$ cat src/rtl/spi_pkg.sv
// Shared definitions for the SPI link: default frame geometry and the
// receiver FSM state encoding.
package spi_pkg;

    localparam int BW_DATA  = 16;
    localparam int BW_COUNT = 5;

    typedef logic [1:0] state_t;

    localparam state_t ST_IDLE     = 2'd0;
    localparam state_t ST_SHIFT    = 2'd1;
    localparam state_t ST_COMPLETE = 2'd2;
    localparam state_t ST_WAIT_CS  = 2'd3;

endpackage

$ cat src/rtl/spi_receiver_if.sv
// Pin-level SPI inputs plus the parallel Valid/Ack word interface of the
// receiver, grouped so the bench and the LM8 side can share one bundle.
interface spi_receiver_if #(parameter int BW_DATA = spi_pkg::BW_DATA);
    import spi_pkg::*;

    logic               SClock;
    logic               MOSI;
    logic               nCS;
    logic               Ack;
    logic [BW_DATA-1:0] Data;
    logic               Valid;
    logic               Overrun;
    logic               FrameError;

    modport slave (
        input  SClock, MOSI, nCS, Ack,
        output Data, Valid, Overrun, FrameError
    );

    modport master (
        output SClock, MOSI, nCS, Ack,
        input  Data, Valid, Overrun, FrameError
    );

endinterface

$ cat src/rtl/spi_sync.sv
// Two-flop synchroniser for one asynchronous pin, with an optional history
// flop that turns the synchronised level into single-cycle edge strobes.
module spi_sync #(
    parameter logic RST_VAL  = 1'b0,
    parameter bit   EDGE_DET = 1'b1
) (
    input  logic Clock,
    input  logic Reset,
    input  logic pin,
    output logic level,
    output logic rise,
    output logic fall
);

    logic meta_q, meta_d;
    logic sync_q, sync_d;

    always_comb begin
        meta_d = pin;
        sync_d = meta_q;
    end

    always_ff @(posedge Clock or posedge Reset) begin
        if (Reset) begin
            meta_q <= RST_VAL;
            sync_q <= RST_VAL;
        end else begin
            meta_q <= meta_d;
            sync_q <= sync_d;
        end
    end

    assign level = sync_q;

    generate
        if (EDGE_DET) begin : g_edge
            logic hist_q, hist_d;

            always_comb hist_d = sync_q;

            always_ff @(posedge Clock or posedge Reset) begin
                if (Reset) hist_q <= RST_VAL;
                else       hist_q <= hist_d;
            end

            assign rise = sync_q & ~hist_q;
            assign fall = ~sync_q & hist_q;
        end else begin : g_no_edge
            assign rise = 1'b0;
            assign fall = 1'b0;
        end
    endgenerate

endmodule

$ cat src/rtl/spi_receiver.sv
// Write-only SPI slave: deserialises MSB-first frames into a parallel word
// handed to the LM8 side through a Valid/Ack handshake.
module spi_receiver
    import spi_pkg::*;
#(
    parameter int bw_data  = BW_DATA,
    parameter int bw_count = BW_COUNT
) (
    input  logic           Clock,
    input  logic           Reset,
    spi_receiver_if.slave  bus
);

    logic sck_level, sck_rise, sck_fall;
    logic mosi_level, mosi_rise, mosi_fall;
    logic cs_level, cs_rise, cs_fall;

    // nCS chain resets low so a frame already running at release is not a start.
    spi_sync #(.RST_VAL(1'b0), .EDGE_DET(1'b1)) u_sync_sck (
        .Clock(Clock), .Reset(Reset), .pin(bus.SClock),
        .level(sck_level), .rise(sck_rise), .fall(sck_fall)
    );
    spi_sync #(.RST_VAL(1'b0), .EDGE_DET(1'b0)) u_sync_mosi (
        .Clock(Clock), .Reset(Reset), .pin(bus.MOSI),
        .level(mosi_level), .rise(mosi_rise), .fall(mosi_fall)
    );
    spi_sync #(.RST_VAL(1'b0), .EDGE_DET(1'b1)) u_sync_cs (
        .Clock(Clock), .Reset(Reset), .pin(bus.nCS),
        .level(cs_level), .rise(cs_rise), .fall(cs_fall)
    );

    logic unused_edges;
    assign unused_edges = ^{sck_level, sck_fall, mosi_rise, mosi_fall};

    state_t              state_q, state_d;
    logic [bw_count-1:0] count_q, count_d;
    logic [bw_data-1:0]  sr_q, sr_d;
    logic [bw_data-1:0]  data_q, data_d;
    logic                valid_q, valid_d;
    logic                overrun_q, overrun_d;
    logic                fe_q, fe_d;
    logic                err_seen_q, err_seen_d;

    localparam logic [bw_count-1:0] LAST_IDX = bw_count'(bw_data - 1);

    always_ff @(posedge Clock or posedge Reset) begin
        if (Reset) state_q <= ST_IDLE;
        else       state_q <= state_d;
    end

    always_comb begin
        state_d = state_q;
        case (state_q)
            ST_IDLE:     if (cs_fall) state_d = ST_SHIFT;
            ST_SHIFT: begin
                if (cs_rise)                            state_d = ST_IDLE;
                else if (sck_rise && count_q == LAST_IDX) state_d = ST_COMPLETE;
            end
            // A very short tail could raise nCS during COMPLETE; don't miss it.
            ST_COMPLETE: state_d = cs_rise ? ST_IDLE : ST_WAIT_CS;
            ST_WAIT_CS:  if (cs_rise) state_d = ST_IDLE;
            default:     state_d = ST_IDLE;
        endcase
    end

    always_comb begin
        count_d    = count_q;
        sr_d       = sr_q;
        data_d     = data_q;
        valid_d    = valid_q;
        overrun_d  = overrun_q;
        fe_d       = 1'b0;
        err_seen_d = err_seen_q;

        if (bus.Ack) begin
            valid_d   = 1'b0;
            overrun_d = 1'b0;
        end

        case (state_q)
            ST_IDLE: begin
                count_d    = '0;
                err_seen_d = 1'b0;
            end
            ST_SHIFT: begin
                if (cs_rise) begin
                    fe_d    = 1'b1;
                    count_d = '0;
                    sr_d    = '0;
                end else if (sck_rise) begin
                    sr_d    = (sr_q << 1) | bw_data'(mosi_level);
                    count_d = count_q + 1'b1;
                end
            end
            ST_COMPLETE: begin
                // An Ack landing in this cycle frees the register for the new word.
                if (!valid_q || bus.Ack) begin
                    data_d  = sr_q;
                    valid_d = 1'b1;
                end else begin
                    overrun_d = 1'b1;
                end
            end
            ST_WAIT_CS: begin
                if (sck_rise && !cs_level && !err_seen_q) begin
                    fe_d       = 1'b1;
                    err_seen_d = 1'b1;
                end
            end
            default: ;
        endcase
    end

    always_ff @(posedge Clock or posedge Reset) begin
        if (Reset) begin
            count_q    <= '0;
            sr_q       <= '0;
            data_q     <= '0;
            valid_q    <= 1'b0;
            overrun_q  <= 1'b0;
            fe_q       <= 1'b0;
            err_seen_q <= 1'b0;
        end else begin
            count_q    <= count_d;
            sr_q       <= sr_d;
            data_q     <= data_d;
            valid_q    <= valid_d;
            overrun_q  <= overrun_d;
            fe_q       <= fe_d;
            err_seen_q <= err_seen_d;
        end
    end

    assign bus.Data       = data_q;
    assign bus.Valid      = valid_q;
    assign bus.Overrun    = overrun_q;
    assign bus.FrameError = fe_q;

endmodule

$ cat src/flat_wrapper.sv
// flat-port wrapper written by rule: the top's interface ports become plain ports
module spi_receiver_flat import spi_pkg::*;
#(
    parameter int bw_data  = BW_DATA,
    parameter int bw_count = BW_COUNT
)
  (Clock, Reset, bus_SClock, bus_MOSI, bus_nCS, bus_Ack, bus_Data, bus_Valid, bus_Overrun, bus_FrameError);
  spi_receiver_if #(.BW_DATA(16)) bus_i ();
  input  logic Clock;
  input  logic Reset;
  input wire logic [$bits(bus_i.SClock)-1:0] bus_SClock;
  input wire logic [$bits(bus_i.MOSI)-1:0] bus_MOSI;
  input wire logic [$bits(bus_i.nCS)-1:0] bus_nCS;
  input wire logic [$bits(bus_i.Ack)-1:0] bus_Ack;
  output wire logic [$bits(bus_i.Data)-1:0] bus_Data;
  output wire logic [$bits(bus_i.Valid)-1:0] bus_Valid;
  output wire logic [$bits(bus_i.Overrun)-1:0] bus_Overrun;
  output wire logic [$bits(bus_i.FrameError)-1:0] bus_FrameError;
  assign bus_i.SClock = bus_SClock;
  assign bus_i.MOSI = bus_MOSI;
  assign bus_i.nCS = bus_nCS;
  assign bus_i.Ack = bus_Ack;
  assign bus_Data = bus_i.Data;
  assign bus_Valid = bus_i.Valid;
  assign bus_Overrun = bus_i.Overrun;
  assign bus_FrameError = bus_i.FrameError;
  spi_receiver #(.bw_data(bw_data), .bw_count(bw_count)) u_core (.Clock(Clock), .Reset(Reset), .bus(bus_i));
endmodule
$ cat config.mk
export PLATFORM = sky130hd
export DESIGN_NAME = spi_receiver_flat
export DESIGN_NICKNAME = d
export VERILOG_FILES = /design/src/rtl/spi_pkg.sv /design/src/rtl/spi_receiver_if.sv /design/src/rtl/spi_sync.sv /design/src/rtl/spi_receiver.sv /design/src/flat_wrapper.sv
export SDC_FILE = /design/constraint.sdc
export NUM_CORES = 1
export LEC_CHECK = 0
export ABC_AREA = 0
export CELL_PAD_IN_SITES_DETAIL_PLACEMENT = 1
export CELL_PAD_IN_SITES_GLOBAL_PLACEMENT = 2
export CORE_MARGIN = 2
export CORE_UTILIZATION = 34
export CTS_CLUSTER_DIAMETER = 60
export DETAILED_ROUTE_END_ITERATION = 8
export PLACE_DENSITY_LB_ADDON = 0.2
export SLEW_MARGIN = 20
export SYNTH_ARGS = -nofsm -noshare
export SYNTH_HDL_FRONTEND = slang
export SYNTH_SLANG_ARGS = --single-unit
$ cat constraint.sdc
create_clock -name Clock -period 1.3 [get_ports Clock]
set_input_delay 0.195 -clock Clock [delete_from_list [all_inputs] [get_ports Clock]]
set_output_delay 0.195 -clock Clock [all_outputs]
set_load 0.01 [all_outputs]
# --- Word-level counts from Yosys, hierarchy flattened ---
# Index checks and enable logic that the tools add are counted.
totals:
  register_bits: 51
  rom_bits: 0
  latchBits: 0
  memories: 0
  ram_bits: 0
  word_cells: 71
classes:
  reduce_logical: 16
  mux: 22
  order_cmp: 0
  bitwise_logic: 7
  shifts: 0
  n_div: 0
  n_addsub: 1
  eq_ne: 9
  multipliers: 0
ops:
  columns: ["cell", "count"]
  rows:
  - ["2-to-1 mux 16 bit", 2]
  - ["bitwise OR 16 x 1 -> 16 bit", 1]
  - ["2-to-1 mux 2 bit", 5]
  - ["2-to-1 mux 5 bit", 2]
  - ["case mux 5 bit (2 select lines)", 1]
  - ["2-to-1 mux 1 bit", 9]
  - ["case mux 2 bit (4 select lines)", 1]
  - ["AND reduction 2 bit", 4]
  - ["!= test 2 x 1 -> 1 bit, second input constant", 3]
  - ["!= test 3 x 1 -> 1 bit, second input constant", 2]
  - ["nonzero test 2 bit", 3]
  - ["adder 5 x 1 -> 5 bit, second input constant", 1]
  - ["== test 5 x 4 -> 1 bit, second input constant", 1]
  - ["== test 2 bit, second input constant", 2]
  - ["case mux 1 bit (2 select lines)", 2]
  - ["bitwise AND 1 bit", 3]
  - ["logical AND 1 bit", 3]
  - ["logical NOT 1 bit", 3]
  - ["inverter 1 bit", 3]
  - ["AND reduction 3 bit", 1]
  - ["== test 2 x 1 -> 1 bit, second input constant", 1]
  - ["logical NOT 2 bit", 1]
  - ["logical OR 1 bit", 1]

# --- Depth between registers and ports, before layout ---
logic_depth:
  ltp_word: 6
  mapped_depth: 6

# --- Modules after synthesis ---
# From an unflattened synthesis, not the netlist that was laid out.
unflattened:
  hier_cells: 143
  hier_area_um2: 1996.9
modules_own_cells:
  columns: ["mod", "area_per_inst_um2", "n_inst", "cells_per_inst", "seq_area_each_um2"]
  rows:
  - ["spi_receiver", 1736.7, 1, 125, 1076.0]
  - ["spi_sync at u_core.u_sync_cs ...", 93.8, 2, 6, 75.1]
  - ["spi_sync at u_core.u_sync_mosi", 72.6, 1, 6, 50.0]

# --- Least setup slack after synthesis ---
# No wires, ideal clock.
synth_timing:
  kind: "flip-flop to flip-flop"
  start: "register u_core.state_q[0]"
  end: "register u_core.data_q[10], in the netlist u_core.bus.Data[10]"
  stages_incl_launch_ff: 6
  required_time_ps: 1175
  path_slack_ps: -139
  arrival_time_ps: 1314
  cell_sequence: "dfrtp_1 buf_6 nand2b_4 a21oi_4 buf_12 mux2_4"
synth_via:
  elab_chain_len: 2
synth_rtl:
  columns: ["item", "line_no", "text"]
  rows:
  - ["start: declaration", "spi_receiver.sv:35", "state_t state_q, state_d;"]
  - ["start signal: assignment", "spi_receiver.sv:48", "else state_q <= state_d;"]
  - ["== test 2 bit", "spi_receiver.sv:80", "case (state_q)"]
  - ["AND reduction 2 bit (no line)", null, null]
  - ["end signal: assignment", "spi_receiver.sv:126", "data_q <= data_d;"]
  - ["end: declaration", "spi_receiver.sv:38", "logic [bw_data-1:0] data_q, data_d;"]
# Every way passes these cells.
# A chain may end at the register's enable or synchronous reset.

# --- Worst setup path after layout ---
layout_timing:
  start: "register u_core.u_sync_sck.g_edge.hist_q"
  end: "register u_core.count_q[3]"
layout_via:
  elab_chain_len: 4
layout_rtl:
  columns: ["item", "line_no", "text"]
  rows:
  - ["start: declaration", "spi_sync.sv:37", "logic hist_q, hist_d;"]
  - ["start signal: assignment", "spi_sync.sv:43", "else hist_q <= hist_d;"]
  - ["inverter 1 bit", "spi_sync.sv:46", "assign rise = sync_q & ~hist_q;"]
  - ["bitwise AND 1 bit", "spi_sync.sv:46", null]
  - ["!= test 3 x 1 -> 1 bit (no line)", null, null]
  - ["AND reduction 2 bit (no line)", null, null]
  - ["end signal: assignment", "spi_receiver.sv:124", "count_q <= count_d;"]
  - ["end: declaration", "spi_receiver.sv:36", "logic [bw_count-1:0] count_q, count_d;"]
# Every way passes these cells.

==> metrics.txt <==
status finished with violations; failing checks setup timing; PnR worst setup slack -82.5 ps; Clk pin slew, worst setup/hold paths 100 ps; io pins 25; hold buffer count at CTS 0; Core Box Area 5610 um2; register area share after synthesis 63.6%; Compound-Gate Fraction of Synth Area 12.2%; CTS Buffer Depth 2; Vias/cell 4.97; Clock Latency Late Sink 310 ps; distinct cell type count after synthesis 33; Total Power 2.91 mW; RSZ-0062 raised after global routing yes; vias 1292; share of cells above drive strength 1 35.1%; crit path capture type flip-flop; Placer Congestion 0.724; All-Layer GR Usage 14.7%; pre-CTS setup slack -316 ps; WL final 4350 um; Synth async-reset ratio 100%; Die Y 80.8 um; Synthesis Warnings 0; IO Port Bufs 24; Max FO, Critical Path 3; Detail Route Antenna Nets 0; top cells by area in the synthesized netlist dfrtp_1 (64%), mux2_4 (7.5%), a22o_1 (7.0%), mux2_2 (3.4%), inv_1 (1.3%); Critical Path Slowest Stage Cell or4_1; Final setup viols 17; DIE AREA 6530 um2; Placed Area 2440 um2; Post-Layout Cell Count 260; multiplexer share of the synthesized area 11.3%; Final #Nets 195; r2r endpoint u_core.count_q[3]; starting density of the core 35.8%; Max H-tree Level 2; Critical Path AT 1630 ps; CTS sink count 51; share of the synthesized area in the top cell type 63.6%; Final Critical Period 1380 ps; Max-cap violations 0; Synth Area in Simple Gates 7.73%; Worst R2R Start u_core.u_sync_sck.g_edge.hist_q; Synth Area in Adders 1.25%; cell area power density 1060 nW/um2; ordered list of cells on the worst path and2b_1 -> nand4_1 -> or4_1 -> nand3_1; CTS Buf Count 5; drt wl/cell 16.7 um; Post-DP HPWL 2620 um; syn avg cell area 14.6 um2; path depth of the worst reg2reg path 4; grt total ovfl 0; die extent in x 80.8 um; clock skew 12.6 ps; drt first pass iters 4; fin crit share 106%; largest net degree at the start of global routing 52; XOR/XNOR share of the synthesized area 0%; Cells after Synth 137; Worst path max stage delay 450 ps; row cnt 27; # fillers 596; final hold violations 0; fmax 723 MHz; register bit count reported by yosys 51; area grow syn2layout 37.0%; most frequent cell after synthesis dfrtp_1; worst slew pin tran 271 ps; Inst Count DP 240; Slew HR 81.9%; CTS tree yes; cell leakage power 1.35 nW; vias in the first global route 1388; top cell type by total area after synthesis dfrtp_1; diode count 0; CP Data Required Time 1550 ps; Top FF cell, synth dfrtp_1; setup_tns -893 ps; initial drt markers 59; first-pass GRT wire length 7240 um; kind of critical path reg2reg; Cell Area, Synth 2010 um2; Critical Path Source Type flip-flop; combinational family with the most area after synthesis compound AO/OA/AOI/OAI gates; fin. max-slew vios 0; HP Class in2async; clk root buf clkbuf_8; remaining routing DRC violations 0; initial antenna violation count 0; Synth Net Count 145; cell area after layout 2750 um2; Reg2Reg Setup Slack -80 ps; Peak VDD IR 0.000527 V; number of flops mapped to enable cells by yosys 0; Commonest cells post-synth dfrtp_1 (51), a22o_1 (16), mux2_4 (10)
==> flip-flops by register name (all words and copies together), names as in the netlist, 2 cells and up <==
register,flops
u_core.count_q,5
u_core.sr_q,16
u_core.state_q,2
u_core.bus.Data,16
==> where the power goes <==
group,total [mW],internal (mW),switching (mW),leakage (nW)
clock,0.969,0.394,0.575,0.0452
sequential,1.65,1.62,0.0291,0.689
combinational,0.291,0.150,0.141,0.620
==> area by class of cell <==
class                      count  area, um2  area share, %
sequential                    51       1280           46.5
timing repair buffer          48        504           18.3
clock inverter                 3       25.0          0.910
clock buffer                   5       68.8           2.50
multi-input combinational     74        754           27.4
inverter                       7       30.0           1.09
tap                           72       90.1           3.28
==> critical path, delay by kind of cell (launching register included) <==
family,cells,cell delay (ps)
DFF,1,380
and+or+nand+nor,4,940
==> placed cells by master, fill, tap and decap left out, types with 2 or more instances in the layout <==
master / n
buf_6: 2
mux2_4: 16
dfrtp_1: 50
buf_12: 5
a22o_1: 16
and2_1: 2
nand2_1: 3
nand2b_4: 3
nand2_2: 2
or4_1: 2
inv_1: 6
inv_6: 2
nand3_1: 2
dlygate4sd2_1: 19
a21oi_1: 3
clkinvlp_4: 2
clkbuf_8: 5
buf_4: 15
o21ai_0: 3
clkdlybuf4s50_1: 5
==> per-layer routing <==
layer / share of wire (%) / global-route usage (%) / up-vias
met2: 49 / 23.9 / 29
li1: - / - / 590
met5: 0 / 0 / -
met3: 4.3 / 5.00 / 2
met4: 0.39 / 3.56 / 0
met1: 46 / 19.0 / 671
==> repair_timing <==
item,CTS,global route
endpoints found under the setup margin,51,24
gates cloned,1,1
resized for setup,34,11
setup buffers,3,7
pin swaps,2,1
==> how the worst max path moves through the flow <==
stage,startpoint,to,slack (ps)
2_1_floorplan,u_core.state_q[0],u_core.bus.Data[10],-140
3_3_place_gp,bus_Ack,u_core.bus.Data[3],-270
3_5_place_dp,bus_Ack,u_core.bus.Data[1],-320
4_1_cts,u_core.u_sync_sck.g_edge.hist_q,u_core.count_q[3],-80
5_1_grt,u_core.u_sync_sck.g_edge.hist_q,u_core.count_q[3],-120
6_report,u_core.u_sync_sck.g_edge.hist_q,u_core.count_q[3],-80
==> metrics by stage <==
stage | hold slack, ps | utilization (%)
after floorplan | 226 | -
after global placement | 337 | 43.5
after detailed placement | 337 | 43.5
after CTS | 295 | 46.8
after global routing | 298 | 49.0
final | 282 | 49.0
==> cells by family (layout without fill, tap and decap cells) <==
group | Yosys count | after routing
buffers and inverters | 12 | 63
flip-flops | 51 | 51
AND/OR/NAND/NOR | 24 | 24
adder cells (fa/ha/maj) | 2 | 2
multiplexers | 17 | 17
AO/OA/AOI/OAI | 31 | 31
Power figures use the tool's default switching activity.
